[src/rtl/rn_recover_ctrl_pkg.sv]
// rn_recover_ctrl_pkg: state encodings and derived group-index width for rename recovery
package rn_recover_ctrl_pkg;
  typedef enum logic [2:0] {
    S_IDLE     = 3'd0,
    S_DRAIN    = 3'd1,
    S_ROLLBACK = 3'd2,
    S_COPY     = 3'd3,
    S_DONE     = 3'd4
  } state_e;
  function automatic int grp_w(input int lreg_aw, input int copy_per_cyc);
    return (lreg_aw > copy_per_cyc) ? lreg_aw - copy_per_cyc : 1;
  endfunction
endpackage

[src/rtl/rn_recover_ctrl.sv]
// rn_recover_ctrl: flush recovery sequencer (drain, FL rollback, grouped RAT restore, ack) and rename stall
module rn_recover_ctrl
  import rn_recover_ctrl_pkg::*;
#(
  parameter int CONFIG_P_ISSUE_WIDTH = 1,
  parameter int P_LREG_AW            = 5,
  parameter int P_COPY_PER_CYC       = 2,
  localparam int GW                  = grp_w(P_LREG_AW, P_COPY_PER_CYC)
) (
  input  logic                                 clk,
  input  logic                                 rst,
  input  logic                                 flush_req,
  input  logic                                 cmt_idle,
  input  logic                                 fl_stall_req,
  output logic                                 fl_rollback,
  output logic                                 rat_copy_we,
  output logic [GW-1:0]                        rat_copy_grp,
  output logic [(1<<CONFIG_P_ISSUE_WIDTH)-1:0] rename_stall,
  output logic                                 flush_ack,
  output logic                                 busy
);
  localparam int NGRP = 1 << (P_LREG_AW - P_COPY_PER_CYC);
  localparam logic [GW-1:0] GRP_LAST = GW'(NGRP - 1);
  state_e        state_q;
  logic [GW-1:0] grp_q;
  logic          pend_q;
  logic          fl_rollback_q;
  logic          rat_copy_we_q;
  logic          flush_ack_q;
  // sequencer: state, group counter, pending-flush flag and registered strobes
  always_ff @(posedge clk or negedge rst) begin
    if (!rst) begin
      state_q       <= S_IDLE;
      grp_q         <= '0;
      pend_q        <= 1'b0;
      fl_rollback_q <= 1'b0;
      rat_copy_we_q <= 1'b0;
      flush_ack_q   <= 1'b0;
    end else begin
      pend_q <= (state_q == S_DONE) ? 1'b0 : pend_q | (flush_req & (state_q != S_IDLE));
      case (state_q)
        S_IDLE: begin
          if (flush_req) state_q <= S_DRAIN;
        end
        S_DRAIN: begin
          if (cmt_idle) begin
            state_q       <= S_ROLLBACK;
            fl_rollback_q <= 1'b1;
          end
        end
        S_ROLLBACK: begin
          state_q       <= S_COPY;
          fl_rollback_q <= 1'b0;
          rat_copy_we_q <= 1'b1;
          grp_q         <= '0;
        end
        S_COPY: begin
          grp_q <= (grp_q == GRP_LAST) ? '0 : grp_q + GW'(1);
          if (grp_q == GRP_LAST) begin
            state_q       <= S_DONE;
            rat_copy_we_q <= 1'b0;
            flush_ack_q   <= 1'b1;
          end
        end
        S_DONE: begin
          flush_ack_q <= 1'b0;
          state_q     <= (pend_q | flush_req) ? S_DRAIN : S_IDLE;
        end
        default: state_q <= S_IDLE;
      endcase
    end
  end
  assign fl_rollback  = fl_rollback_q;
  assign rat_copy_we  = rat_copy_we_q;
  assign rat_copy_grp = grp_q;
  assign flush_ack    = flush_ack_q;
  assign busy         = state_q != S_IDLE;
  assign rename_stall = {(1<<CONFIG_P_ISSUE_WIDTH){busy | ((state_q == S_IDLE) & flush_req) | fl_stall_req}};
endmodule
[config.mk]
export PLATFORM = sky130hd
export DESIGN_NAME = rn_recover_ctrl
export DESIGN_NICKNAME = d
export VERILOG_FILES = /design/src/rtl/rn_recover_ctrl_pkg.sv /design/src/rtl/rn_recover_ctrl.sv
export SDC_FILE = /design/constraint.sdc
export NUM_CORES = 1
export LEC_CHECK = 0
export CAP_MARGIN = 20
export CORE_AREA = 2 2 39 41
export DETAILED_ROUTE_END_ITERATION = 7
export DIE_AREA = 0 0 41 43
export PLACE_DENSITY_LB_ADDON = 0.2
export SKIP_LAST_GASP = 1
export SYNTH_ARGS = -nofsm -noshare
export SYNTH_HDL_FRONTEND = slang
export SYNTH_SLANG_ARGS = --single-unit
[constraint.sdc]
create_clock -name clk -period 2.04 [get_ports clk]
set_input_delay 0.204 -clock clk [delete_from_list [all_inputs] [get_ports clk]]
set_output_delay 0.204 -clock clk [all_outputs]
set_load 0.05 [all_outputs]
**Yosys cells after proc, flatten, opt, wreduce, memory -nomap -nowiden**

Cells that the tools add are included.

- Reductions and logical operators: 9
- Bitwise logic cells: 6
- $add $sub $neg: 1
- Equal/unequal tests: 8
- Mux-type cells: 14

Operators with widths:

| cell | count |
|---|---|
| case mux 3 bit (5 select lines) | 1 |
| two-way mux 3 bit | 4 |
| == test 3 x 2 -> 1 bit (second input constant) | 2 |
| == test 3 bit (second input constant) | 2 |
| inequality test 2 bit (second input constant) | 3 |
| case mux 1 bit (2 select lines) | 3 |
| case mux 3 bit (2 select lines) | 1 |
| AND reduction 2 bit | 3 |
| nonzero test 2 bit | 3 |
| two-way mux 1 bit | 5 |
| bitwise OR 1 bit | 4 |
| adder 3 x 1 -> 3 bit (second input constant) | 1 |
| == test 3 x 1 -> 1 bit (second input constant) | 1 |
| logical NOT 3 bit | 1 |
| AND reduction 3 bit | 1 |
| nonzero test 3 bit | 1 |
| bitwise AND 1 bit | 2 |

- Output and inout port bits: 9
- Bits of input ports: 5
- Word-level logic and storage cells: 44
- Flip-flop bits (word level): 10

**Longest topological paths before layout**

Gate-level depths: netlist of the first run.

- Depth after elaboration: 4
- Gate-level depth with buffers: 4
- Gate-level depth less buffers: 4

**Least setup slack after synthesis of the first run**

Ideal clock, no wire load.

- Path kind: register to output
- Start: register state_q[1]
- End: output port rename_stall[1]
- Setup slack: -52 ps
- Data arrival time: 1888 ps
- Buffers on the path: 1
- Cell stages (with the launch flop): 4
- Required time: 1836 ps
- Path through: dfrtp_1 > or3_1 > or3_1 > buf_4

- Elaborated cells between the ends (all ways): 5
- Those cells by class: 3 x bitwise; 2 x reduce/logical

RTL lines:

| element | RTL line | text |
|---|---|---|
| start: declaration | rn_recover_ctrl.sv:24 | `state_e state_q;` |
| start signal: assignment | rn_recover_ctrl.sv:67 | `state_q <= (pend_q \| flush_req) ? S_DRAIN : S_IDLE;` |
| nonzero test 3 bit | rn_recover_ctrl.sv:77 | `assign busy = state_q != S_IDLE;` |
| net busy | rn_recover_ctrl.sv:20 | `output logic busy` |
| bitwise OR 1 bit (2 in series) | rn_recover_ctrl.sv:78 | `assign rename_stall = {(1<<CONFIG_P_ISSUE_WIDTH){busy \| ((state_q == S_IDLE) & flush_req) \| fl_stall_req}};` |
| end: declaration | rn_recover_ctrl.sv:18 | `output logic [(1<<CONFIG_P_ISSUE_WIDTH)-1:0] rename_stall,` |

The timed path passes the listed nets, and every way through them passes these cells.

**Worst setup path in the final report of the first run**

- Start: register state_q[2]
- End: output port rename_stall[0]

- Longest elaborated chain between the ends: 4
- Elaborated cells between the ends (all ways): 5
- Those cells by class: 3 x bitwise; 2 x reduce/logical

RTL lines:

| element | RTL line |
|---|---|
| logical NOT 3 bit | rn_recover_ctrl.sv:78 |
| bitwise AND 1 bit | rn_recover_ctrl.sv:78 |
| bitwise OR 1 bit (*) (2 in series) | rn_recover_ctrl.sv:78 |

Mark *: on every way between the ends. The rest lies on a longest branch, timed or not.

==> results of run 1 <==
## logic make-up (layout without fill, tap and decap cells)
group	after synthesis	after routing	share of synthesized area, %
adders and majority gates	2	2	4.82
buffers and inverters	10	25	8.67
and+or+nand+nor	15	15	16.4
muxes	4	4	8.19
DFF	10	10	48.2
AOI/OAI and AO/OA	10	10	13.7
## power breakdown
group	total [mW]	internal, mW	switching, mW
clock network	0.179	0.108	0.0706
logic	0.601	0.242	0.359
registers	0.320	0.270	0.0493
## state kept, by name, indices dropped and copies added, names as in the netlist
register / cells
rat_copy_we: 1
state_q: 3
fl_rollback: 1
pend_q: 1
flush_ack: 1
rat_copy_grp: 3
## worst paths after layout
check,slack [ps],endpoint,startpoint,cells past startpoint
worst max-delay path,220,rename_stall[0],state_q[2],3
worst min-delay path,250,rat_copy_grp[2],rst,1
worst max register to register,690,state_q[0],rat_copy_grp[0],4
worst min register to register,520,rat_copy_we,rat_copy_we,1
max in group asynchronous,1480,rat_copy_grp[0],rst,1
min in group clk,520,rat_copy_we,rat_copy_we,1
## cell usage after synthesis (2+ instances only)
cell and count:
a21oi_1 2, buf_2 3, dfrtp_1 10, ha_1 2, inv_1 6, mux2_2 2, mux2i_1 2, nand2_1 2
nand2b_1 3, nand3b_1 2, nor2_1 4, or3_1 2
## area by class of cell
class                      count  area, um2
clock buffer                   4       36.3
fill                         141        683
inverter                       6       22.5
multi-input combinational     31        229
sequential                    10        250
tap                           16       20.0
timing repair buffer          15        143
## stage by stage
stage	utilization, %	power (mW)	setup WS [ps]
after global routing	50.6	1.17	127
after CTS	50.5	1.11	24.0
final	50.6	1.10	216
after floorplan	-	0.754	126
after detailed placement	47.8	0.929	320
after global placement	47.8	0.926	322
## what timing repair did
| action | CTS | global route |
|---|---|---|
| endpoints found under the hold margin | 0 | 0 |
| resized for setup | 0 | 1 |
| setup endpoints to repair | 0 | 1 |
## worst max-delay path: stages (launching register included)
cell	delay (ps)
dfrtp_1	480
or3_1	350
or3_4	340
buf_4	200
## metal layers
layer	global-route usage, %	vias up	part of all wire [%]
met2	16.3	11	41
met1	18.2	182	52
met5	0	-	0
li1	-	209	-
met3	3.14	2	6.8
met4	10.0	0	0.87
==> results by group, run 1 <==
Floorplan
  • Die area: 1760 um2
  • Core area: 1380 um2
  • Starting Density: 37.5%
  • Die span in x: 41 um
  • Number of I/O pins: 14
  • Die height: 43 um
  • Site row count: 14

Finish
  • Number of diodes: 0
  • Nets: 74
  • Layout cells sized above 1: 18.2%
  • Post-route insts no fill: 82
  • Commonest cells after routing, fill and taps aside: dfrtp_1, clkdlybuf4s50_1, inv_1, nor2_1, buf_4
  • Post-layout instance area: 701 um2
  • Layout area overhead: 34.9%

Setup path
  • CP endpoint kind: output pin
  • CP Launch Type: flip-flop
  • CP Max Fanout: 11
  • Critical Path RT: 1840 ps
  • WS Path Type: flip-flop to output pin
  • Arr. time, crit path: 1620 ps

CTS
  • Post-CTS setup buffers: 0
  • CTS Buffer Depth: 2
  • H-tree levels: 1
  • Worst skew pair latency: 260 ps
  • Post-CTS Hold Buffers: 0
  • CTS sink cnt: 10
  • CTS clk-pin slew, worst paths: 70 ps
  • CTS root buffer: clkbuf_4
  • CTS buffer count: 3
  • TritonCTS clock tree: done

Timing
  • TNS Setup: 0 ps
  • Final hold vios: 0
  • Final Cycle Share: 89.4%
  • Least-Margin Pin Slew: 494 ps
  • Tmin final: 1820 ps
  • WHS: 252 ps
  • Max Clock Freq: 0.548 GHz
  • Max-slew violations: 0
  • Relative slew slack: 67.0%
  • RSZ-0062 raised after global routing: false
  • Setup violators final: 0
  • Fin Clk Skew: 0.992 ps

Yosys
  • Synth area leaders: dfrtp_1, ha_1, inv_1, mux2_2, mux2i_1
  • Yosys warns: 0
  • Post-synth design cell area: 519 um2
  • Post-synth ARST share: 100%
  • Ys flop type: dfrtp_1
  • Synth area leader: dfrtp_1
  • Gate Count Post-Synth: 51
  • Syn_nets: 58
  • Post-synthesis sequential area ratio: 48.2%
  • EDFF count, synth: 0
  • #FFs+latches synth: 10
  • Synth top area share: 48.2%
  • Netlist cell types: 23
  • Mean Syn Cell Area: 10.2 um2

Run
  • Max Cap Viol: 0

Global route
  • Vias in the first global route: 337
  • GRT Resource Usage Total: 12.9%
  • Initial antenna violation count: 0
  • Global-route wire length before repair: 1470 um
  • Total grt overflow: 0
  • Largest net degree at the start of global routing: 13

Power and ir drop
  • Cell Pwr Density: 1570 nW/um2
  • Total leakage power: 0.330 nW
  • Worst VDD drop: 959 uV

Detailed routing
  • Post-route ant nets: 0
  • First-pass DRT Iterations: 1
  • WL per Instance: 11.3 um
  • Vias: 404
  • Initial DRC Count: 0
  • Avg Vias per Cell: 4.93
  • WL final: 924 um
  • # DRC: 0

Place
  • Placed Area: 662 um2
  • Routability cong.: 0.672
  • # port buffers: 13
  • Dpl hpwl: 650 um
  • Placed cells: 78

Min path
  • Hold crit path type: input pin to async pin

Outcome
  • Status: finished, final reports clean
(Power assumes the default switching activity.)
==> run 2, diff against run 1 <==
Settings changed: CORE_AREA 2 2 39 41 to unset, CORE_MARGIN set to 1.5, CORE_UTILIZATION set to 30, DIE_AREA 0 0 41 43 to unset.
==> results by group, run 2 (synthesis results as in run 1) <==
Detailed routing
  • Post-route ant nets: 0
  • WL final: 932 um
  • Avg Vias per Cell: 4.88
  • Initial DRC Count: 4
  • WL per Instance: 11.2 um
  • Vias: 405
  • First-pass DRT Iterations: 6
  • # DRC: 1

Floorplan
  • Number of I/O pins: 14
  • Die span in x: 44.6 um
  • Core area: 1560 um2
  • Site row count: 14
  • Die area: 1990 um2
  • Starting Density: 33.3%
  • Die height: 44.6 um

Power and ir drop
  • Seq pwr share: 28.6%
  • Sw Pwr: 0.476 mW
  • Cell Pwr Density: 1560 nW/um2
  • Logic gate share of total power: 55.4%
  • Switching share of total power: 43.3%
  • Total leakage power: 0.335 nW
  • P_int: 0.624 mW
  • Clk pwr share: 16.0%
  • Worst VDD drop: 781 uV

Global route
  • Largest net degree at the start of global routing: 13
  • Total grt overflow: 0
  • Initial antenna violation count: 0
  • GRT Resource Usage Total: 11.2%
  • Global-route wire length before repair: 1610 um
  • Vias in the first global route: 396

Timing
  • Max-slew violations: 0
  • Final hold vios: 0
  • TNS Setup: 0 ps
  • Final Cycle Share: 94.1%
  • Max Clock Freq: 0.521 GHz
  • Tmin final: 1920 ps
  • RSZ-0062 raised after global routing: false
  • Least-Margin Pin Slew: 494 ps
  • Setup ws final: 121 ps
  • Fin Clk Skew: 2.19 ps
  • WHS: 258 ps
  • Setup violators final: 0
  • Relative slew slack: 66.9%

Finish
  • Number of diodes: 0
  • Post-layout instance area: 706 um2
  • Layout area overhead: 35.9%
  • Area of the multi-input gates: 229 um2
  • Commonest cells after routing, fill and taps aside: clkdlybuf4s50_1, dfrtp_1, inv_1, buf_4, nor2_1
  • Post-layout util: 45.3%
  • Layout cells sized above 1: 19.4%
  • Nets: 75
  • Register Area: 250 um2
  • Fillcell total: 158
  • Commonest non-fill, non-tap cell in the layout: clkdlybuf4s50_1

CTS
  • CTS buffer count: 3
  • Worst skew pair latency: 260 ps
  • CTS root buffer: clkbuf_4
  • CTS Buffer Depth: 2
  • CTS sink cnt: 10
  • H-tree levels: 1
  • Post-CTS setup buffers: 0
  • Post-CTS Hold Buffers: 0
  • TritonCTS clock tree: done
  • CTS clk-pin slew, worst paths: 70 ps
  • Post-CTS sizing: 0

Outcome
  • Status: finished with violations
  • Violated checks: DRC

Setup path
  • Reg2reg start: rat_copy_grp[0]
  • Crit path launch: state_q[1]
  • R2R setup slack: 670 ps
  • CP Max Fanout: 2
  • CP Launch Type: flip-flop
  • WS Path Type: flip-flop to output pin
  • Critical Path RT: 1840 ps
  • CP endpoint kind: output pin
  • Arr. time, crit path: 1710 ps

Place
  • Placed Area: 669 um2
  • Dpl hpwl: 676 um
  • # port buffers: 13
  • Worst slack, placed: 398 ps
  • Routability cong.: 0.642

Min path
  • Hold crit path type: input pin to async pin

Run
  • Max Cap Viol: 0
[run 2: cell count changes in the layout (fill, tap and decap cells not counted), sizes merged]
cell / previous run / this run
buf: 4 / 5
clkdlybuf4s50: 10 / 11
dlymetal6s2s: 1 / 0
[run 2: power groups by stage]
| stage | Clock, mW | Combinational, mW | Sequential, mW |
|---|---|---|---|
| 2_1_floorplan | 0 | 0.263 | 0.491 |
| 3_3_place_gp | 0 | 0.613 | 0.317 |
| 3_5_place_dp | 0 | 0.612 | 0.320 |
| 4_1_cts | 0.183 | 0.615 | 0.317 |
| 5_1_grt | 0.193 | 0.661 | 0.326 |
| 6_report | 0.176 | 0.609 | 0.314 |
[run 2: worst paths after layout]
check	endpoint	depth (start not counted)
min in group clk	rat_copy_we	1
max in group asynchronous	state_q[1]	1
max	busy	2
min	state_q[2]	1
max reg2reg	state_q[0]	4
min reg2reg	rat_copy_we	1
[run 2: metrics by stage]
stage	power, mW	instances
global placement	0.931	79
CTS	1.12	83
detailed placement	0.932	79
global route	1.18	83
finish	1.10	83
floorplan	0.754	51
[run 2: worst max-delay path: stages (launching register included)]
cell and delay, ps:
dfrtp_1 370, or3_1 380, clkdlybuf4s50_1 710
[run 2: layout make-up]
cell class | instances | area share [%]
Sequential cell | 10 | 35.5
Multi-Input combinational cell | 31 | 32.4
Timing Repair Buffer | 16 | 20.9
Clock buffer | 4 | 5.14
Inverter | 6 | 3.19
Tap cell | 16 | 2.84
[run 2: metal layers]
| layer | part of all wire, % | up-vias | GRT usage [%] |
|---|---|---|---|
| li1 | - | 208 | - |
| met1 | 49 | 183 | 13.7 |
| met2 | 43 | 12 | 18.0 |
| met3 | 6.4 | 2 | 2.86 |
| met4 | 0.86 | 0 | 5.45 |
| met5 | 0 | - | 0 |
==> run 3, diff against run 2 <==
Settings changed: CELL_PAD_IN_SITES_DETAIL_PLACEMENT set to 1, CELL_PAD_IN_SITES_GLOBAL_PLACEMENT set to 2, CORE_UTILIZATION 30 to 29.
==> results by group, run 3 (synthesis results as in run 1) <==
Setup path
  • CP Launch Type: flip-flop
  • CP max stage cell: clkdlybuf4s50_1
  • R2R setup slack: 690 ps
  • CP endpoint kind: output pin
  • R2R depth: 4
  • WS Path Type: flip-flop to output pin
  • Worst path max stage delay: 720 ps
  • Critical Path RT: 1840 ps
  • Reg2reg start: rat_copy_grp[0]
  • RR Endpoint: state_q[0]
  • CP Cell Sequence: or3_1 -> clkdlybuf4s50_1
  • Arr. time, crit path: 1760 ps
  • CP Max Fanout: 2

CTS
  • CTS Buffer Depth: 2
  • Post-CTS sizing: 0
  • TritonCTS clock tree: done
  • Post-CTS Hold Buffers: 0
  • Post-CTS setup buffers: 0
  • CTS buffer count: 3
  • CTS clk-pin slew, worst paths: 70 ps
  • H-tree levels: 1
  • CTS root buffer: clkbuf_4
  • Worst skew pair latency: 260 ps
  • CTS sink cnt: 10

Detailed routing
  • WL final: 1070 um
  • Post-route ant nets: 0
  • Vias: 420
  • Initial DRC Count: 4
  • First-pass DRT Iterations: 4
  • Avg Vias per Cell: 4.57
  • # DRC: 0
  • WL per Instance: 11.7 um

Global route
  • Total grt overflow: 0
  • Largest net degree at the start of global routing: 13
  • Vias in the first global route: 405
  • GRT Resource Usage Total: 12.4%
  • Initial antenna violation count: 0
  • Global-route wire length before repair: 1750 um

Timing
  • Max Clock Freq: 0.510 GHz
  • Setup violators final: 0
  • Relative slew slack: 67.1%
  • Final Cycle Share: 96.2%
  • TNS Setup: 0 ps
  • Max-slew violations: 0
  • Least-Margin Pin Slew: 492 ps
  • Fin Clk Skew: 5.19 ps
  • Final hold vios: 0
  • RSZ-0062 raised after global routing: false
  • Tmin final: 1960 ps

Finish
  • Layout area overhead: 38.1%
  • Number of diodes: 0
  • Commonest cells after routing, fill and taps aside: clkdlybuf4s50_1, dfrtp_1, inv_1, buf_4, nor2_1
  • Post-layout util: 42.0%
  • Layout cells sized above 1: 19.4%
  • Commonest non-fill, non-tap cell in the layout: clkdlybuf4s50_1
  • Nets: 75

Min path
  • Hold crit path type: input pin to async pin

Floorplan
  • Die height: 45.3 um
  • Die span in x: 45.3 um
  • Core area: 1710 um2
  • Number of I/O pins: 14
  • Die area: 2050 um2
  • Site row count: 15
  • Starting Density: 30.4%

Place
  • Dpl hpwl: 831 um
  • # port buffers: 13
  • Routability cong.: 0.645

Run
  • Max Cap Viol: 0

Power and ir drop
  • Worst VDD drop: 653 uV
  • Cell Pwr Density: 1540 nW/um2
  • Total leakage power: 0.335 nW

Outcome
  • Status: finished, final reports clean
==> run 3: cell counts in the layout (fill, tap and decap cells not counted) <==
Identical to the previous run, type by type.
==> run 3: final cells by class <==
class | count | area, um2
clock buffer | 4 | 36.3
multi-input combinational | 31 | 229
inverter | 6 | 22.5
fill | 205 | 991
timing repair buffer | 16 | 148
sequential | 10 | 250
tap | 25 | 31.3
==> run 3: routing by layer <==
layer | GRT usage, % | wire length (um) | up-vias | share of wire (%)
li1 | - | - | 208 | -
met1 | 16.0 | 502 | 205 | 47
met2 | 19.1 | 514 | 7 | 48
met3 | 6.00 | 55 | 0 | 5.1
met4 | 1.76 | 0 | 0 | 0
met5 | 0 | 0 | - | 0
==> run 3: power by group <==
group	internal [mW]	leakage, nW	switching (mW)
Combinational	0.246	0.199	0.369
Sequential	0.270	0.115	0.0460
Clock	0.108	0.0210	0.0652
==> run 3: worst max-delay path by stage <==
stage,start,end,slack (ps),depth (start not counted)
finish,state_q[1],busy,80,2
global route,state_q[1],busy,10,2
CTS,state_q[1],busy,60,2
detailed placement,state_q[1],busy,360,2
global placement,state_q[1],busy,390,2
floorplan,state_q[1],rename_stall[1],130,3
==> run 3: stage by stage <==
| stage | power, mW | instance area [um2] | hold slack [ps] | setup WS (ps) | std cells |
|---|---|---|---|---|---|
| 6_report | 1.10 | 717 | 262 | 78.2 | 92 |
| 3_5_place_dp | 0.945 | 681 | 511 | 357 | 88 |
| 3_3_place_gp | 0.940 | 681 | 495 | 392 | 88 |
| 2_1_floorplan | 0.754 | 524 | -91.6 | 126 | 51 |
| 5_1_grt | 1.18 | 717 | 294 | 13.9 | 92 |
| 4_1_cts | 1.13 | 717 | 272 | 61.7 | 92 |
==> run 3: critical path, delay by kind of cell, from the launching register on <==
family,cells,cell delay (ps)
flops,1,370
buf+inv,1,720
simple gates,1,410
